--- src/rtl/twos_conv_serial.sv ---
// Bit-serial two's-complement converter: PASS / NEG / ABS / SM2TC, one bit per clock, LSB first.
// Latency: result valid WIDTH cycles after accept; accepts spaced at least WIDTH+2 cycles apart.
// Backpressure: result and ovf held in DONE until out_ready; in_ready is high only in IDLE.
// Optional overflow flag output enabled by defining TWOS_CONV_OVF_EN.
module twos_conv_serial #(
  parameter int WIDTH = 8
) (
  input  logic             clk,
  input  logic             rst_n,
  input  logic             in_valid,
  output logic             in_ready,
  input  logic [WIDTH-1:0] operand,
  input  logic [1:0]       mode,
  output logic             out_valid,
  input  logic             out_ready,
  output logic [WIDTH-1:0] result
`ifdef TWOS_CONV_OVF_EN
  ,
  output logic             ovf
`endif
);

  localparam int CW = $clog2(WIDTH);
  localparam logic [CW-1:0] LAST = CW'(WIDTH - 1);

  localparam logic [1:0] M_PASS  = 2'b00;
  localparam logic [1:0] M_NEG   = 2'b01;
  localparam logic [1:0] M_ABS   = 2'b10;
  localparam logic [1:0] M_SM2TC = 2'b11;

  typedef enum logic [1:0] {
    IDLE  = 2'd0,
    SHIFT = 2'd1,
    DONE  = 2'd2
  } state_t;

  state_t           state;
  logic [WIDTH-1:0] shreg;
  logic [CW-1:0]    cnt;
  logic [1:0]       mode_q;
  logic             inv;
  logic             seen_one;

  logic             accept;
  logic             last;
  logic             bit_in;
  logic             bit_out;
  logic             inv_next;

  // Handshake flags come straight from state so no input reaches an output combinationally.
  assign in_ready  = (state == IDLE);
  assign out_valid = (state == DONE);
  assign accept    = in_valid && (state == IDLE);

  // Invert decision for the new operand: always for NEG, by sign for ABS and SM2TC.
  always_comb begin
    inv_next = 1'b0;
    case (mode)
      M_NEG:          inv_next = 1'b1;
      M_ABS, M_SM2TC: inv_next = operand[WIDTH-1];
      default:        inv_next = 1'b0;
    endcase
  end

  // Per-step bit: SM2TC drops the sign bit so the magnitude is zero-extended,
  // then bits after the first 1 are inverted when negating.
  always_comb begin
    last   = (cnt == LAST);
    bit_in = shreg[0];
    if (mode_q == M_SM2TC && last) begin
      bit_in = 1'b0;
    end
    bit_out = (inv && seen_one) ? ~bit_in : bit_in;
  end

  // Control FSM plus serial datapath; result fills from the MSB end.
  always_ff @(posedge clk or negedge rst_n) begin
    if (!rst_n) begin
      state    <= IDLE;
      shreg    <= '0;
      result   <= '0;
      cnt      <= '0;
      mode_q   <= M_PASS;
      inv      <= 1'b0;
      seen_one <= 1'b0;
    end else begin
      case (state)
        IDLE: begin
          if (accept) begin
            shreg    <= operand;
            mode_q   <= mode;
            inv      <= inv_next;
            seen_one <= 1'b0;
            cnt      <= '0;
            state    <= SHIFT;
          end
        end
        SHIFT: begin
          result   <= {bit_out, result[WIDTH-1:1]};
          shreg    <= {1'b0, shreg[WIDTH-1:1]};
          seen_one <= seen_one | bit_in;
          cnt      <= cnt + 1'b1;
          if (last) begin
            state <= DONE;
          end
        end
        DONE: begin
          if (out_ready) begin
            state <= IDLE;
          end
        end
        default: state <= IDLE;
      endcase
    end
  end

`ifdef TWOS_CONV_OVF_EN
  // Overflow: negating the most negative value, seen as a 1 at the MSB with no earlier 1.
  always_ff @(posedge clk or negedge rst_n) begin
    if (!rst_n) begin
      ovf <= 1'b0;
    end else if (accept) begin
      ovf <= 1'b0;
    end else if (state == SHIFT && last && (mode_q == M_NEG || mode_q == M_ABS) &&
                 inv && !seen_one && bit_in) begin
      ovf <= 1'b1;
    end
  end
`endif

endmodule
--- config.mk ---
export PLATFORM = sky130hd
export DESIGN_NAME = twos_conv_serial
export DESIGN_NICKNAME = d
export VERILOG_FILES = /design/src/rtl/twos_conv_serial.sv
export SDC_FILE = /design/constraint.sdc
export NUM_CORES = 1
export LEC_CHECK = 0
export CAP_MARGIN = 20
export CELL_PAD_IN_SITES_DETAIL_PLACEMENT = 0
export CELL_PAD_IN_SITES_GLOBAL_PLACEMENT = 1
export CORE_MARGIN = 1
export CORE_UTILIZATION = 33
export DETAILED_ROUTE_END_ITERATION = 10
export PLACE_DENSITY = 0.66
export SLEW_MARGIN = 20
export SYNTH_ARGS = -nofsm -noshare
export SYNTH_HDL_FRONTEND = slang
export SYNTH_SLANG_ARGS = --single-unit
--- constraint.sdc ---
create_clock -name clk -period 1.47 [get_ports clk]
set_input_delay 0.294 -clock clk [delete_from_list [all_inputs] [get_ports clk]]
set_output_delay 0.294 -clock clk [all_outputs]
set_load 0.02 [all_outputs]
==> reports/summary.txt, run 1 <==
result of the run = completed
path class of the lowest-slack min-delay path = primary input to asynchronous set/reset pin
number of sinks driven by the clock tree = 25
cell row count = 20
sequential cell area fraction in the yosys report = 0.5848
peak supply drop = 0.6401 mV
met1 track utilization from global routing = 0.1955
total of buffers placed on input and output ports = 23
multi-input gate area in the final layout = 405.4 um^2
vias in the first global route = 830
half-perimeter wire length of the detailed placement result = 1486 um
antenna violations before repair = 0
count of hold buffers inserted by post-cts repair = 0
arrival time at the worst endpoint = 1.63 ns
critical path data required time = 1.68 ns
fraction of met2 tracks used by global routing = 0.2127
pin slew with the least headroom to its limit = 0.3083 ns
Worst Setup End Kind = register
I/O pin total = 24
number of buffers on the longest clock path = 2
Setup Crit Path Kind = register to register
met3 demand-to-capacity share in global routing = 0.02637
CP dominant cell by count = buf_4
post-layout min period = 1.422 ns
summed negative setup slack over all endpoints = 0 ns
global-route layer with the greatest usage = met2
total inserted antenna cells = 0
Die Ht = 58.94 um
Total Routed Length = 2053 um
full die area = 0.003473 mm^2
number of distinct standard cells referenced by the synthesized netlist = 23
fraction of final layout cells with drive strength greater than 1 = 0.1268
number of filler instances in the final layout = 324
highest net fanout along the worst path = 9
max-cap violation count = 0
family with the most delay on the worst path = flip-flops
cell area after synthesis = 0.001070 mm^2
Clk Latency, worst-skew pair = 0.31 ns
clock slew seen by the registers of the worst setup and hold paths = 0.13 ns
peak clock frequency supported by timing = 0.7033 GHz
average vias per placed instance = 4.645
largest area contributor in the synthesized netlist = dfrtp_1
total nets after synthesis = 127
area of the core = 0.003053 mm^2
area used by sequential logic in the layout = 625.6 um^2
Max-Slew Margin vs Limit = 0.7945
wire length of the first global-routing pass = 3670 um
root buffer selected by CTS = clkbuf_4
skew final = 0.006144 ns
type of origin of the critical path = register
ANT nets after route = 0
static leakage power = 0.0006888 uW
wire length per cell after detailed routing = 11.04 um
vias = 864
final RePlAce weighted congestion = 0.6940
total global routing track utilization = 0.1401
total power per unit cell area = 2040 mW/mm^2
cell type of the slowest stage on the worst timing path = dfrtp_1
Final Hold Vio Count = 0
count of buffering cells on the critical path with inverters included = 2
count of final setup violators = 0
share of the synthesized area in the top cell type = 0.5848
count of warnings emitted by yosys = 0
peak per-stage delay on the critical path = 0.42 ns
CTS tree = yes
number of synthesized register bits = 25
post-route total power = 2887 uW
most area-consuming cells after synthesis = dfrtp_1 58%, nand2_1 13%, o22ai_1 4.1%
average instance area after synthesis = 9.638 um^2
number of CTS-inserted buffers = 3
layout-stage area growth over the synthesis result = 32.28%
total number of nets in the final design = 159
Cell Chain, Critical Path = buf_4 > or3b_1 > buf_4 > a32o_1
Non-Filler Instances = 186
Placed Cells incl. Taps = 181
remaining routing DRC violations = 0
effective utilization at floorplan = 0.3504
largest net degree at the start of global routing = 26
total congestion overflow after global routing = 0
Initial DRC Count = 28
RSZ-0062 raised after global routing = true
Die Span X = 58.94 um
crit share post-route = 0.9673
Max Slew Vio Count = 0
Detailed Routing Iterations Pass 1 = 3
gate count after technology mapping = 111
H-tree Lvls = 1
logic make-up (layout without fill, tap and decap cells):
family / count (synthesis) / count (layout) / synth area share
DFF: 25 / 25 / 0.5848
and+or+nand+nor: 63 / 63 / 0.2597
buffers and inverters: 7 / 38 / 0.04209
adders and majority gates: 2 / 2 / 0.02339
muxes: 1 / 1 / 0.009357
AOI/OAI and AO/OA: 13 / 13 / 0.08070
layout make-up:
type                       count  area share
clock buffer                   3     0.01592
tap                           44     0.03890
multi-input combinational     79      0.2865
timing repair buffer          33      0.2104
clock inverter                 1    0.003537
sequential                    25      0.4421
inverter                       1    0.002653
per-stage QoR:
stage | hold WS, ns | cell area, um^2 | utilization | worst slack [ns]
floorplan | -0.001591 | 1070 | - | 0.1204
global placement | 0.4593 | 1394 | 0.4566 | -0.1475
detailed placement | 0.4695 | 1394 | 0.4566 | -0.1521
CTS | 0.3309 | 1406 | 0.4607 | 0.01672
global route | 0.3345 | 1415 | 0.4635 | -0.01800
finish | 0.3222 | 1415 | 0.4635 | 0.04805
flip-flops by register name, indices dropped and copies added, names as in the netlist:
register / flops
shreg: 8
inv: 1
result: 8
state: 2
mode_q: 2
cnt: 3
seen_one: 1
where the power goes:
part           total, uW  switching [uW]  internal, uW
combinational       1390             764           625
sequential          1210             198          1010
clock                290             189           101
total               2890            1150          1740
repair_timing:
action | 4_1_cts | 5_1_grt
resized for setup | 14 | 2
setup endpoints to repair | 10 | 6
buffers inserted | 0 | 1
cells in the mapped netlist:
master / count
a211o_1: 1
a22o_1: 1
a32o_1: 1
and2b_1: 1
buf_2: 3
buf_6: 2
clkbuf_1: 1
dfrtp_1: 25
ha_1: 2
inv_1: 1
mux2i_1: 1
nand2_1: 36
nand2b_1: 1
nand3_1: 6
nand4_1: 1
nor2_1: 8
nor2b_1: 1
nor3_1: 7
nor3b_2: 1
o21ai_0: 2
o21ai_1: 1
o22ai_1: 7
or3b_1: 1
final timing paths:
path | cells past startpoint | slack, ns | start | to
worst max-delay path | 4 | 0.05 | state[0] | seen_one
worst min-delay path | 2 | 0.32 | rst_n | result[0]
worst max register to register | 4 | 0.05 | state[0] | seen_one
worst min register to register | 2 | 0.49 | result[0] | result[0]
max in group asynchronous | 2 | 0.91 | rst_n | shreg[4]
min in group clk | 2 | 0.49 | result[0] | result[0]
metal layers:
| layer | wire length [um] | vias to the layer above |
|---|---|---|
| met4 | 19 | 0 |
| met3 | 59 | 2 |
| met5 | 0 | - |
| li1 | - | 437 |
| met2 | 910 | 10 |
| met1 | 1064 | 415 |
placed cells by master (no fill, tap or decap), types with 2 or more instances in the layout:
cell type and count:
dlygate4sd2_1 8, nand3_1 6, nor2_1 8, nor3_1 7, clkdlybuf4s50_1 13, nand2_1 36
buf_4 9, o21ai_0 2, clkbuf_4 3, o22ai_1 6, ha_1 2, dfrtp_1 25
No activity file was read; power rests on OpenSTA's default activity.
==> run 2: changes to the inputs <==
==> constraint.sdc (replaced) <==
create_clock -name clk -period 1.45 [get_ports clk]
set_input_delay 0.29 -clock clk [delete_from_list [all_inputs] [get_ports clk]]
set_output_delay 0.29 -clock clk [all_outputs]
set_load 0.02 [all_outputs]
==> run 2 against run 1 <==
Against the previous run: die area unchanged; total power rose by 5.5%; global-route usage rose by 0.69 points; count of clock-buffer cells in the layout is 1 higher; cell area up 3.5%; register-to-register slack got worse by 0.03 ns; worst hold slack gained 0.0079 ns; sequential cell count did not move; maximum frequency down 0.44%; routed wire length is 5.7% higher; critical endpoint unchanged.
==> reports/summary.txt, run 2 (synthesized netlist as in run 1, its figures left out) <==
result of the run = completed
largest net degree at the start of global routing = 26 (unchanged)
cell type of the slowest stage on the worst timing path = dfrtp_1
H-tree Lvls = 1 (unchanged)
Die Span X = 58.94 um (unchanged)
top routing layer in use = met4
Max-Slew Margin vs Limit = 0.7840 (-0.01049)
fraction of final layout cells with drive strength greater than 1 = 0.1702 (+0.04345)
RSZ-0062 raised after global routing = true
most frequent cells in the layout = 36 x nand2_1, 25 x dfrtp_1, 13 x clkdlybuf4s50_1, 8 x nor2_1, 8 x dlygate4sd2_1
static leakage power = 0.0007010 uW (+1.8%)
part of the power in combinational logic = 0.496 (+0.015)
sequential share of power = 0.406 (-0.012)
vias = 858 (-0.69%)
Setup Crit Path Kind = register to register
layout-stage area growth over the synthesis result = 36.96%
total global routing track utilization = 0.1470 (+0.006891)
number of filler instances in the final layout = 316 (-2.5%)
total number of nets in the final design = 158 (-0.63%)
remaining routing DRC violations = 0 (unchanged)
count of hold buffers inserted by post-cts repair = 0 (unchanged)
switching power = 1217 uW (+5.7%)
total power per unit cell area = 2079 mW/mm^2 (+1.9%)
pin slew with the least headroom to its limit = 0.3240 ns (+0.01573 ns)
met1 wire length = 1132 um (+6.4%)
post-layout min period = 1.428 ns (+0.006224 ns)
average vias per placed instance = 4.638 (-0.16%)
clock slew seen by the registers of the worst setup and hold paths = 0.13 ns (about the same)
crit share post-route = 0.9849 (+0.01763)
post-route cell area = 0.001465 mm^2 (+3.5%)
worst setup path start = state[1]
largest registers = result (8), shreg (8), cnt (3)
CTS tree = yes
total setup buffers inserted after CTS = 0 (unchanged)
Switching Fraction = 0.3995 (+0.0007639)
Initial DRC Count = 24 (-14%)
met2 wire length = 958 um (+5.3%)
wire length of the first global-routing pass = 3815 um (+4.0%)
Cell Chain, Critical Path = buf_6 > or3b_4 > buf_12 > a32o_1
arrival time at the worst endpoint = 1.64 ns (about the same)
wire length per cell after detailed routing = 11.72 um (+6.2%)
Detailed Routing Iterations Pass 1 = 4 (+1)
most common library cell in the layout ignoring fill and taps = nand2_1
Clk Latency, worst-skew pair = 0.30 ns (about the same)
root buffer selected by CTS = clkbuf_4
peak clock frequency supported by timing = 0.7002 GHz (-0.44%)
final RePlAce weighted congestion = 0.6876 (-0.92%)
part of the power in the clock network = 0.098 (-0.003)
summed negative setup slack over all endpoints = 0 ns (unchanged)
startpoint of the most critical register-to-register path = state[1]
number of buffers on the longest clock path = 2 (unchanged)
full die area = 0.003473 mm^2 (unchanged)
highest net fanout along the worst path = 17 (+8)
peak per-stage delay on the critical path = 0.44 ns (+0.02 ns)
Worst Setup End Kind = register
Total Routed Length = 2169 um (+5.7%)
area of the core = 0.003053 mm^2 (unchanged)
total congestion overflow after global routing = 0 (unchanged)
vias in the first global route = 824 (-0.72%)
peak supply drop = 0.6466 mV (+1.0%)
total length of routed met3 wires = 59 um (unchanged)
total inserted antenna cells = 0 (unchanged)
number of sinks driven by the clock tree = 25 (unchanged)
antenna violations before repair = 0 (unchanged)
number of CTS-inserted buffers = 3 (unchanged)
effective utilization at floorplan = 0.3504 (unchanged)
max-cap violation count = 0 (unchanged)
hold_ws = 0.3301 ns (+0.007890 ns)
type of origin of the critical path = register
internal cell power = 1829 uW (+5.4%)
Die Ht = 58.94 um (unchanged)
Max Slew Vio Count = 0 (unchanged)
path class of the lowest-slack min-delay path = primary input to asynchronous set/reset pin
total of buffers placed on input and output ports = 23 (unchanged)
critical path data required time = 1.66 ns (-0.02 ns)
placed cell areas = 0.001394 mm^2 (unchanged)
ANT nets after route = 0 (unchanged)
half-perimeter wire length of the detailed placement result = 1434 um (-3.5%)
skew final = 0.001215 ns (-0.004929 ns)
Final Hold Vio Count = 0 (unchanged)
I/O pin total = 24 (unchanged)
cell row count = 20 (unchanged)
count of final setup violators = 0 (unchanged)
-- run 2: timing repair --
item                                   CTS  global route
gates cloned                             0             0
setup endpoints to repair               14            14
gates resized for setup                 17            13
endpoints found under the hold margin    0             0
-- run 2: power by group through the flow --
stage	clock network (uW)	registers (uW)	logic, uW
final	300	1240	1510
after global routing	348	1280	1700
after CTS	323	1220	1420
after detailed placement	0	1240	1480
after global placement	0	1230	1450
after floorplan	0	1330	801
-- run 2: worst paths after layout --
path | endpoint | slack [ns] | depth (start not counted)
worst min register to register | result[0] | 0.48 | 2
worst min-delay path | result[0] | 0.33 | 2
max in group asynchronous | result[5] | 0.87 | 2
worst max register to register | seen_one | 0.02 | 4
min in group clk | result[0] | 0.48 | 2
worst max-delay path | seen_one | 0.02 | 4
-- run 2: per-stage QoR --
step	util	cells	total power [uW]	worst slack, ns
after CTS	0.4627	185	2958	0.01654
final	0.4799	185	3045	0.02183
after floorplan	-	111	2126	0.1004
after global routing	0.4799	185	3333	-0.03068
after global placement	0.4566	181	2677	-0.1695
after detailed placement	0.4566	181	2714	-0.1871
-- run 2: worst max-delay path, delay by kind of cell, from the launching register on --
family	cells	cell delay (ns)
buf+inv	2	0.29
simple gates	1	0.40
flops	1	0.44
compound gates	1	0.19
-- run 2: cell type report --
class | count | area (um^2) | area share
inverter | 1 | 3.754 | 0.002562
timing repair buffer | 32 | 306.5 | 0.2092
multi-input combinational | 79 | 447.9 | 0.3057
tap | 44 | 55.05 | 0.03757
sequential | 25 | 625.6 | 0.4270
clock buffer | 4 | 26.28 | 0.01793
-- run 2: routing by layer --
metal	vias to the layer above	GRT usage
met4	0	0.07143
met2	10	0.2192
met5	-	0
met1	413	0.2105
li1	433	-
met3	2	0.01978
